[src/rtl/elevator_timer_if.sv]
// Control/status bundle between the elevator controller FSM and one timer.
interface elevator_timer_if #(
   parameter int unsigned SEC_W = 4
);
   logic             start;
   logic             pause;
   logic             clear;
   logic [SEC_W-1:0] limit;
   logic [SEC_W-1:0] timeout;
   logic             tick;
   logic             expired;
   logic             running;
   logic             done_reset;

   modport master (
      output start, pause, clear, limit,
      input  timeout, tick, expired, running, done_reset
   );

   modport slave (
      input  start, pause, clear, limit,
      output timeout, tick, expired, running, done_reset
   );
endinterface

[src/rtl/elevator_timer.sv]
// Prescaled step timer with start/pause/clear, programmable limit and
// one-shot or auto-reload expiry. All outputs are registered.
module elevator_timer #(
   parameter int unsigned CYCLES_PER_TICK = 100000000,
   parameter int unsigned SEC_W           = 4,
   parameter bit          AUTO_RELOAD     = 1'b0
) (
   input logic             clk,
   input logic             reseta,
   elevator_timer_if.slave bus
);
   localparam int unsigned     PW         = $clog2(CYCLES_PER_TICK);
   localparam logic [PW-1:0]   PRESC_LAST = PW'(CYCLES_PER_TICK - 1);

   typedef enum logic [1:0] {
      IDLE,
      RUN,
      PAUSED,
      EXPIRED
   } state_t;

   state_t           state_q;
   logic [PW-1:0]    presc_q;
   logic [SEC_W-1:0] count_q;
   logic [SEC_W-1:0] limit_q;
   logic             tick_q;
   logic             expired_q;
   logic             running_q;
   logic             done_reset_q;
   logic [SEC_W-1:0] next_count;

   // Candidate step value; wraps naturally at 2^SEC_W.
   always_comb begin
      next_count = count_q + SEC_W'(1);
   end

   // Control FSM, prescaler, step counter and registered pulses.
   // running is written alongside every state change so it equals (state==RUN)
   // in the same cycle without a combinational decode.
   always_ff @(posedge clk) begin
      tick_q       <= 1'b0;
      expired_q    <= 1'b0;
      done_reset_q <= 1'b0;
      if (reseta) begin
         state_q      <= IDLE;
         presc_q      <= '0;
         count_q      <= '0;
         limit_q      <= '0;
         running_q    <= 1'b0;
         done_reset_q <= 1'b1;
      end else if (bus.clear) begin
         state_q   <= IDLE;
         presc_q   <= '0;
         count_q   <= '0;
         running_q <= 1'b0;
      end else if (bus.start) begin
         state_q   <= RUN;
         presc_q   <= '0;
         count_q   <= '0;
         limit_q   <= bus.limit;
         running_q <= 1'b1;
      end else if (state_q == RUN || state_q == PAUSED) begin
         if (bus.pause) begin
            state_q   <= PAUSED;
            running_q <= 1'b0;
         end else begin
            state_q   <= RUN;
            running_q <= 1'b1;
            if (presc_q != PRESC_LAST) begin
               presc_q <= presc_q + PW'(1);
            end else begin
               presc_q <= '0;
               tick_q  <= 1'b1;
               if (limit_q != '0 && next_count == limit_q) begin
                  expired_q <= 1'b1;
                  if (AUTO_RELOAD) begin
                     count_q <= '0;
                  end else begin
                     count_q   <= limit_q;
                     state_q   <= EXPIRED;
                     running_q <= 1'b0;
                  end
               end else begin
                  count_q <= next_count;
               end
            end
         end
      end
   end

   assign bus.timeout    = count_q;
   assign bus.tick       = tick_q;
   assign bus.expired    = expired_q;
   assign bus.running    = running_q;
   assign bus.done_reset = done_reset_q;
endmodule

[src/flat_wrapper.sv]
// flat-port wrapper written by rule: the top's interface ports become plain ports
module elevator_timer_flat 
#(
   parameter int unsigned CYCLES_PER_TICK = 100000000,
   parameter int unsigned SEC_W           = 4,
   parameter bit          AUTO_RELOAD     = 1'b0
)
  (clk, reseta, bus_start, bus_pause, bus_clear, bus_limit, bus_timeout, bus_tick, bus_expired, bus_running, bus_done_reset);
  elevator_timer_if #(.SEC_W(SEC_W)) bus_i ();
  input logic clk;
  input logic reseta;
  input wire logic [$bits(bus_i.start)-1:0] bus_start;
  input wire logic [$bits(bus_i.pause)-1:0] bus_pause;
  input wire logic [$bits(bus_i.clear)-1:0] bus_clear;
  input wire logic [$bits(bus_i.limit)-1:0] bus_limit;
  output wire logic [$bits(bus_i.timeout)-1:0] bus_timeout;
  output wire logic [$bits(bus_i.tick)-1:0] bus_tick;
  output wire logic [$bits(bus_i.expired)-1:0] bus_expired;
  output wire logic [$bits(bus_i.running)-1:0] bus_running;
  output wire logic [$bits(bus_i.done_reset)-1:0] bus_done_reset;
  assign bus_i.start = bus_start;
  assign bus_i.pause = bus_pause;
  assign bus_i.clear = bus_clear;
  assign bus_i.limit = bus_limit;
  assign bus_timeout = bus_i.timeout;
  assign bus_tick = bus_i.tick;
  assign bus_expired = bus_i.expired;
  assign bus_running = bus_i.running;
  assign bus_done_reset = bus_i.done_reset;
  elevator_timer #(.CYCLES_PER_TICK(CYCLES_PER_TICK), .SEC_W(SEC_W), .AUTO_RELOAD(AUTO_RELOAD)) u_core (.clk(clk), .reseta(reseta), .bus(bus_i));
endmodule
[config.mk]
export PLATFORM = sky130hd
export DESIGN_NAME = elevator_timer_flat
export DESIGN_NICKNAME = d
export VERILOG_FILES = /design/src/rtl/elevator_timer_if.sv /design/src/rtl/elevator_timer.sv /design/src/flat_wrapper.sv
export SDC_FILE = /design/constraint.sdc
export NUM_CORES = 1
export LEC_CHECK = 0
export ABC_CLOCK_PERIOD_IN_PS = 2900
export CAP_MARGIN = 20
export CORE_MARGIN = 1.5
export CORE_UTILIZATION = 35
export DETAILED_ROUTE_END_ITERATION = 10
export PLACE_DENSITY_LB_ADDON = 0.08
export SLEW_MARGIN = 40
export SYNTH_ARGS = -nofsm -noshare
export SYNTH_HDL_FRONTEND = slang
export SYNTH_SLANG_ARGS = --single-unit
[constraint.sdc]
create_clock -name clk -period 2.9 [get_ports clk]
set_input_delay 0.29 -clock clk [delete_from_list [all_inputs] [get_ports clk]]
set_output_delay 0.29 -clock clk [all_outputs]
set_load 0.005 [all_outputs]
==> qor.txt, run 1 <==
Status: finished, final reports clean
Mux contribution to synthesized area: 0.0265
Initial antenna violation count: 0
Internal power: 808 uW
Slew Limit Fails: 0
Post-Synth Simple-Gate Area: 0.306
Vias in the first global route: 1424
Post-cts hold buffer count: 0
Leakage: 0.767 nW
VDD IR max: 0.000330 V
First-pass DRT Iterations: 4
Finished Core Util: 0.438
Synth warnings: 0
XOR/XNOR share of the synthesized area: 0.144
Minimum setup slack in the final design: 563 ps
Hold Crit Start: u_core.presc_q[0]$_SDFFE_PP0P_
Synth Area in Adders: 0.0186
Clock Path Buffers: 2
RSZ-0062 raised after global routing: false
Setup WS pre-CTS: 409 ps
Reg2reg path depth: 6
Routed Antenna Nets: 0
Seq cells post-synth: 41
Gate count of the mapped netlist: 217
Vias: 1483
Core area: 5140 um^2
CTS Buf Count: 5
Placed Instance Area: 2150 um^2
Sequential share of power: 0.552
CP Cell Sequence: ha_1, nand2_1, or4_1, or4_1, or3_1, a21oi_1
WL/cell: 12.2 um
Clk root buf: clkbuf_8
# nets final: 247
Mapped Area: 1890 um^2
Comb power frac: 0.048
Tot Pwr: 1.04 mW
Antenna cell count: 0
Reg clk slew, reported paths: 80 ps
Library cells used by synthesis: 35
Gr ovfl total: 0
Sw power: 228 uW
Post-route cell area: 2250 um^2
Boundary Pins: 17
Htree depth: 2
Power density cells: 460 nW/um^2
1st-iter DRT viols: 67
Critical path origin: u_core.presc_q[0]$_SDFFE_PP0P_
Critical path data required time: 3120 ps
DIE AREA: 5840 um^2
Post-cts sizing count: 0
Cell mode on critical path: or4_1
Post-synthesis compound-gate area fraction: 0.0444
Layout cells sized above 1: 0.0802
RePlAce Congestion: 0.716
Worst min-delay path class: register to register
Worst setup EP type: register
Net Sw Frac: 0.220
Max Clk Rate: 428 MHz
Cell Rows: 26
First-pass GRT wire length: 6770 um
Hold depth: 2
Number of max-cap violations: 0
Syn avg cell area: 8.69 um^2
Largest net degree at the start of global routing: 21
Die W: 76.4 um
Setup bufs post-CTS: 0
Post-Syn Nets: 228
Clock Sinks: 41
Post-route DRC: 0
PortBufs: 16
Max incr delay on CP: 620 ps
Post-route clock period utilization: 0.806
Chip height: 76.4 um
Main combinational cell family by area after synthesis: simple AND/OR/NAND/NOR gates
Worst-Margin Slew: 674 ps
Final hold vios: 0
Clk Latency, worst-skew pair: 300 ps
Sequential cell area fraction in the yosys report: 0.435
Worst-path maximum fanout: 6
Final setup vio count: 0
DP HPWL: 2640 um
Crit Path Category: register to register
Final min period: 2340 ps
DRT Wirelength: 3760 um
WP buf/inv: 0
Setup_tns: 0 ps
Worst path slowest cell: or4_1
Starting Density: 0.367
Max_slew headroom: 0.547
CP top delay family: simple AND/OR/NAND/NOR gates
Vias per cell: 4.83
Layout Skew: 8.71 ps
TritonCTS clock tree: yes
Critical path arrival: 2560 ps
Stages on worst setup path: 6
RR Startpoint: u_core.presc_q[0]$_SDFFE_PP0P_
Startpoint Class: register
GR Util All Layers: 0.143
Clock network fraction of total power: 0.400
P&R area growth vs syn: 19.2%
metrics by stage:
stage / instances / hold slack (ps)
5_1_grt: 307 / 528
3_5_place_dp: 299 / 492
3_3_place_gp: 299 / 485
2_1_floorplan: 217 / 318
6_report: 307 / 501
4_1_cts: 307 / 504
synth_stat cells:
library cell / number / area share
or2_2: 1 / 0.0033
a21oi_1: 6 / 0.016
nor2_1: 37 / 0.074
nand3b_1: 2 / 0.0080
a2bb2oi_1: 1 / 0.0046
nand2_1: 16 / 0.032
xor2_1: 22 / 0.10
a211o_1: 1 / 0.0046
o21ai_0: 1 / 0.0026
a31o_2: 1 / 0.0046
a2111oi_0: 1 / 0.0046
nor4_2: 1 / 0.0066
xnor2_1: 9 / 0.042
or3_1: 7 / 0.023
nand4b_1: 1 / 0.0046
mux2i_1: 5 / 0.027
o211ai_1: 1 / 0.0040
ha_1: 2 / 0.013
dfxtp_1: 41 / 0.44
maj3_1: 1 / 0.0053
nor4b_1: 1 / 0.0046
and2_1: 1 / 0.0033
and3_1: 6 / 0.020
nor2b_1: 1 / 0.0033
nor3_1: 5 / 0.013
and4_1: 5 / 0.023
inv_1: 1 / 0.0020
nor4_1: 4 / 0.013
buf_2: 3 / 0.0080
or4_1: 2 / 0.0080
nand3_1: 11 / 0.029
and2_0: 1 / 0.0033
clkbuf_1: 8 / 0.016
a31oi_1: 1 / 0.0033
nand4_1: 10 / 0.033
power groups by stage:
stage          Clock (mW)  Combinational [mW]  Sequential (mW)
2_1_floorplan           0              0.0262            0.584
3_3_place_gp            0              0.0508            0.585
3_5_place_dp            0              0.0505            0.585
4_1_cts             0.432              0.0507            0.571
5_1_grt             0.455              0.0555            0.572
6_report            0.415              0.0498            0.571
path summary, 6_finish.rpt:
check	endpoint	slack (ps)
setup / recovery	u_core.bus.timeout[3]$_SDFFE_PP0P_	560
hold / removal	u_core.presc_q[0]$_SDFFE_PP0P_	500
setup reg to reg	u_core.bus.timeout[3]$_SDFFE_PP0P_	560
hold reg to reg	u_core.presc_q[0]$_SDFFE_PP0P_	500
registers in the layout, indices dropped and copies added (netlist names):
signal and cells:
u_core.bus.timeout 4, u_core.bus.running 1, u_core.presc_q 27, u_core.bus.expired 1
u_core.state_q 2, u_core.limit_q 4, u_core.bus.tick 1, u_core.bus.done_reset 1
cells by family (layout without fill, tap and decap cells):
| group | after synthesis | count (layout) |
|---|---|---|
| flops | 41 | 41 |
| fa+ha+maj | 3 | 3 |
| xor+xnor | 31 | 31 |
| mux | 5 | 5 |
| compound gates | 13 | 13 |
| buf+inv | 12 | 32 |
| simple gates | 112 | 112 |
layer usage:
layer  track usage  wire length (um)  vias up
li1              -                 -      786
met1         0.189              1930      673
met2         0.220              1650       19
met3        0.0395               122        5
met4        0.0556                53        0
met5             0                 0        -
layout make-up:
class	count	area, um^2
clock buffers	7	96.3
well taps	70	87.6
clock inverters	1	5.00
fillers	552	2890
multi-input cells	164	1020
flip-flops and latches	41	821
inverters	1	3.75
repair buffers	23	213
layout by cell type (no fill, tap or decap), drive strengths merged, types with 2 or more instances in the layout:
| cell | Yosys | layout |
|---|---|---|
| and4 | 5 | 5 |
| nand3b | 2 | 2 |
| a21oi | 6 | 6 |
| or4 | 2 | 2 |
| ha | 2 | 2 |
| and2 | 2 | 2 |
| nor2 | 37 | 37 |
| nor4 | 5 | 5 |
| dfxtp | 41 | 41 |
| nand3 | 11 | 11 |
| clkbuf | 8 | 7 |
| or3 | 7 | 7 |
| mux2i | 5 | 5 |
| xnor2 | 9 | 9 |
| buf | 3 | 7 |
| nand2 | 16 | 16 |
| clkdlybuf4s50 | 0 | 16 |
| and3 | 6 | 6 |
| nand4 | 10 | 10 |
| nor3 | 5 | 5 |
| xor2 | 22 | 22 |
tightest hold or removal path: cells and delay by family (launching register included):
kind | cells | cell delay (ps)
flip-flops | 1 | 340
AO/OA/AOI/OAI | 1 | 50
AND/OR/NAND/NOR | 1 | 60
(Power assumes the default switching activity.)
==> inputs of run 2 (changes only) <==
--- a/config.mk
+++ b/config.mk
@@ -5,7 +5,7 @@
 export SDC_FILE = /design/constraint.sdc
 export NUM_CORES = 1
 export LEC_CHECK = 0
-export ABC_CLOCK_PERIOD_IN_PS = 2900
+export ABC_CLOCK_PERIOD_IN_PS = 2350
 export CAP_MARGIN = 20
 export CORE_MARGIN = 1.5
 export CORE_UTILIZATION = 35
==> constraint.sdc (replaced) <==
create_clock -name clk -period 2.35 [get_ports clk]
set_input_delay 0.235 -clock clk [delete_from_list [all_inputs] [get_ports clk]]
set_output_delay 0.235 -clock clk [all_outputs]
set_load 0.005 [all_outputs]
==> qor.txt, run 2 (synthesis gave the netlist of run 1 again) <==
Net Sw Frac: 0.219 (was 0.220)
Reg clk slew, reported paths: 90 ps (was 80 ps)
Worst min-delay path class: register to register (unchanged)
Antenna cell count: 0 (unchanged)
Setup_tns: 0 ps (unchanged)
WL/cell: 12.1 um (was 12.2 um)
Final hold vios: 0 (unchanged)
Max reg flops: 27 (unchanged)
Vias: 1513 (was 1483)
Clk root buf: clkbuf_8 (unchanged)
Power density cells: 582 nW/um^2 (was 460 nW/um^2)
Minimum setup slack in the final design: 107 ps (was 563 ps)
Cell Count, Final, Fillers Out: 312 (was 307)
Chip height: 76.4 um (unchanged)
PortBufs: 16 (unchanged)
CTS Buf Count: 5 (unchanged)
Starting Density: 0.367 (unchanged)
DIE AREA: 5840 um^2 (unchanged)
Largest Register: u_core.presc_q (unchanged)
Post-cts sizing count: 0 (unchanged)
Vias in the first global route: 1492 (was 1424)
Max_slew headroom: 0.664 (was 0.547)
1st-iter DRT viols: 69 (was 67)
Critical path data required time: 2580 ps (was 3120 ps)
TritonCTS clock tree: yes (unchanged)
Setup WS pre-CTS: -32.2 ps (was 409 ps)
Commonest non-fill, non-tap cells in the layout: 41 x dfxtp_1, 37 x nor2_1, 22 x xor2_1 (unchanged)
Final min period: 2240 ps (was 2340 ps)
Clk Latency, worst-skew pair: 300 ps (about the same)
Vias per cell: 4.85 (was 4.83)
Core area: 5140 um^2 (unchanged)
Max Clk Rate: 446 MHz (was 428 MHz)
Tot Pwr: 1.35 mW (was 1.04 mW)
Worst-path maximum fanout: 4 (was 6)
Layout Skew: 11.1 ps (was 8.71 ps)
Placed cell count: 304 (was 299)
RSZ-0062 raised after global routing: false (unchanged)
Placed Instance Area: 2200 um^2 (was 2150 um^2)
VDD IR max: 0.000498 V (was 0.000330 V)
Critical path arrival: 2470 ps (was 2560 ps)
RePlAce Congestion: 0.746 (was 0.716)
GR Util All Layers: 0.141 (was 0.143)
Internal power: 1.05 mW (was 808 uW)
Cell Rows: 26 (unchanged)
Clock Sinks: 41 (unchanged)
Worst hold slack: 504 ps (was 501 ps)
Post-route cell area: 2310 um^2 (was 2250 um^2)
First-pass DRT Iterations: 4 (unchanged)
# nets final: 252 (was 247)
Routed Antenna Nets: 0 (unchanged)
Clock Path Buffers: 2 (unchanged)
Worst-Margin Slew: 503 ps (was 674 ps)
Finished Core Util: 0.450 (was 0.438)
DP HPWL: 2670 um (was 2640 um)
Post-route DRC: 0 (unchanged)
P&R area growth vs syn: 22.6% (was 19.2%)
Commonest non-fill, non-tap cell in the layout: dfxtp_1 (unchanged)
Comb power frac: 0.048 (about the same)
Status: finished, final reports clean (unchanged)
Slew Limit Fails: 0 (unchanged)
Die W: 76.4 um (unchanged)
Startpoint Class: register (unchanged)
Largest net degree at the start of global routing: 21 (unchanged)
Layout cells sized above 1: 0.0992 (was 0.0802)
Initial antenna violation count: 0 (unchanged)
Number of max-cap violations: 0 (unchanged)
Worst setup EP type: register (unchanged)
Post-route clock period utilization: 0.954 (was 0.806)
Post-cts hold buffer count: 0 (unchanged)
First-pass GRT wire length: 6730 um (was 6770 um)
Final setup vio count: 0 (unchanged)
Crit Path Category: register to register (unchanged)
Leakage: 0.797 nW (was 0.767 nW)
DRT Wirelength: 3790 um (was 3760 um)
Clock network fraction of total power: 0.429 (was 0.400)
Boundary Pins: 17 (unchanged)
Sequential share of power: 0.524 (was 0.552)
Sw power: 295 uW (was 228 uW)
Gr ovfl total: 0 (unchanged)
Htree depth: 2 (unchanged)
Setup bufs post-CTS: 0 (unchanged)
-- run 2: metal layers --
layer | global-route usage | part of all wire | up-vias
met5 | 0 | 0 | -
met4 | 0.0556 | 0.014 | 0
met3 | 0.0347 | 0.026 | 6
met2 | 0.226 | 0.44 | 18
met1 | 0.183 | 0.52 | 687
li1 | - | - | 802
-- run 2: worst max-delay path, stage by stage (launching register included) --
cell     delay (ps)
dfxtp_1         380
ha_1            200
nand2_1         100
or4_1           430
or4_1           560
or3_1           370
a21oi_1         150
-- run 2: area by class of cell --
class | instances | area, um^2
fill | 546 | 2830
sequential | 41 | 821
timing repair buffer | 28 | 263
clock buffer | 5 | 68.8
clock inverter | 3 | 46.3
inverter | 1 | 3.75
tap | 70 | 87.6
multi-input combinational | 164 | 1020
-- run 2: power groups by stage --
stage | clock [mW] | combinational, mW | sequential (mW)
finish | 0.578 | 0.0640 | 0.705
global route | 0.629 | 0.0723 | 0.707
CTS | 0.604 | 0.0655 | 0.706
detailed placement | 0 | 0.0649 | 0.722
global placement | 0 | 0.0653 | 0.722
floorplan | 0 | 0.0324 | 0.721
-- run 2: path summary, 6_finish.rpt --
path / start / endpoint / slack [ps] / cells after the start
setup / recovery: u_core.presc_q[0]$_SDFFE_PP0P_ / u_core.bus.timeout[3]$_SDFFE_PP0P_ / 110 / 6
hold / removal: u_core.presc_q[0]$_SDFFE_PP0P_ / u_core.presc_q[0]$_SDFFE_PP0P_ / 500 / 2
setup reg to reg: u_core.presc_q[0]$_SDFFE_PP0P_ / u_core.bus.timeout[3]$_SDFFE_PP0P_ / 110 / 6
hold reg to reg: u_core.presc_q[0]$_SDFFE_PP0P_ / u_core.presc_q[0]$_SDFFE_PP0P_ / 500 / 2
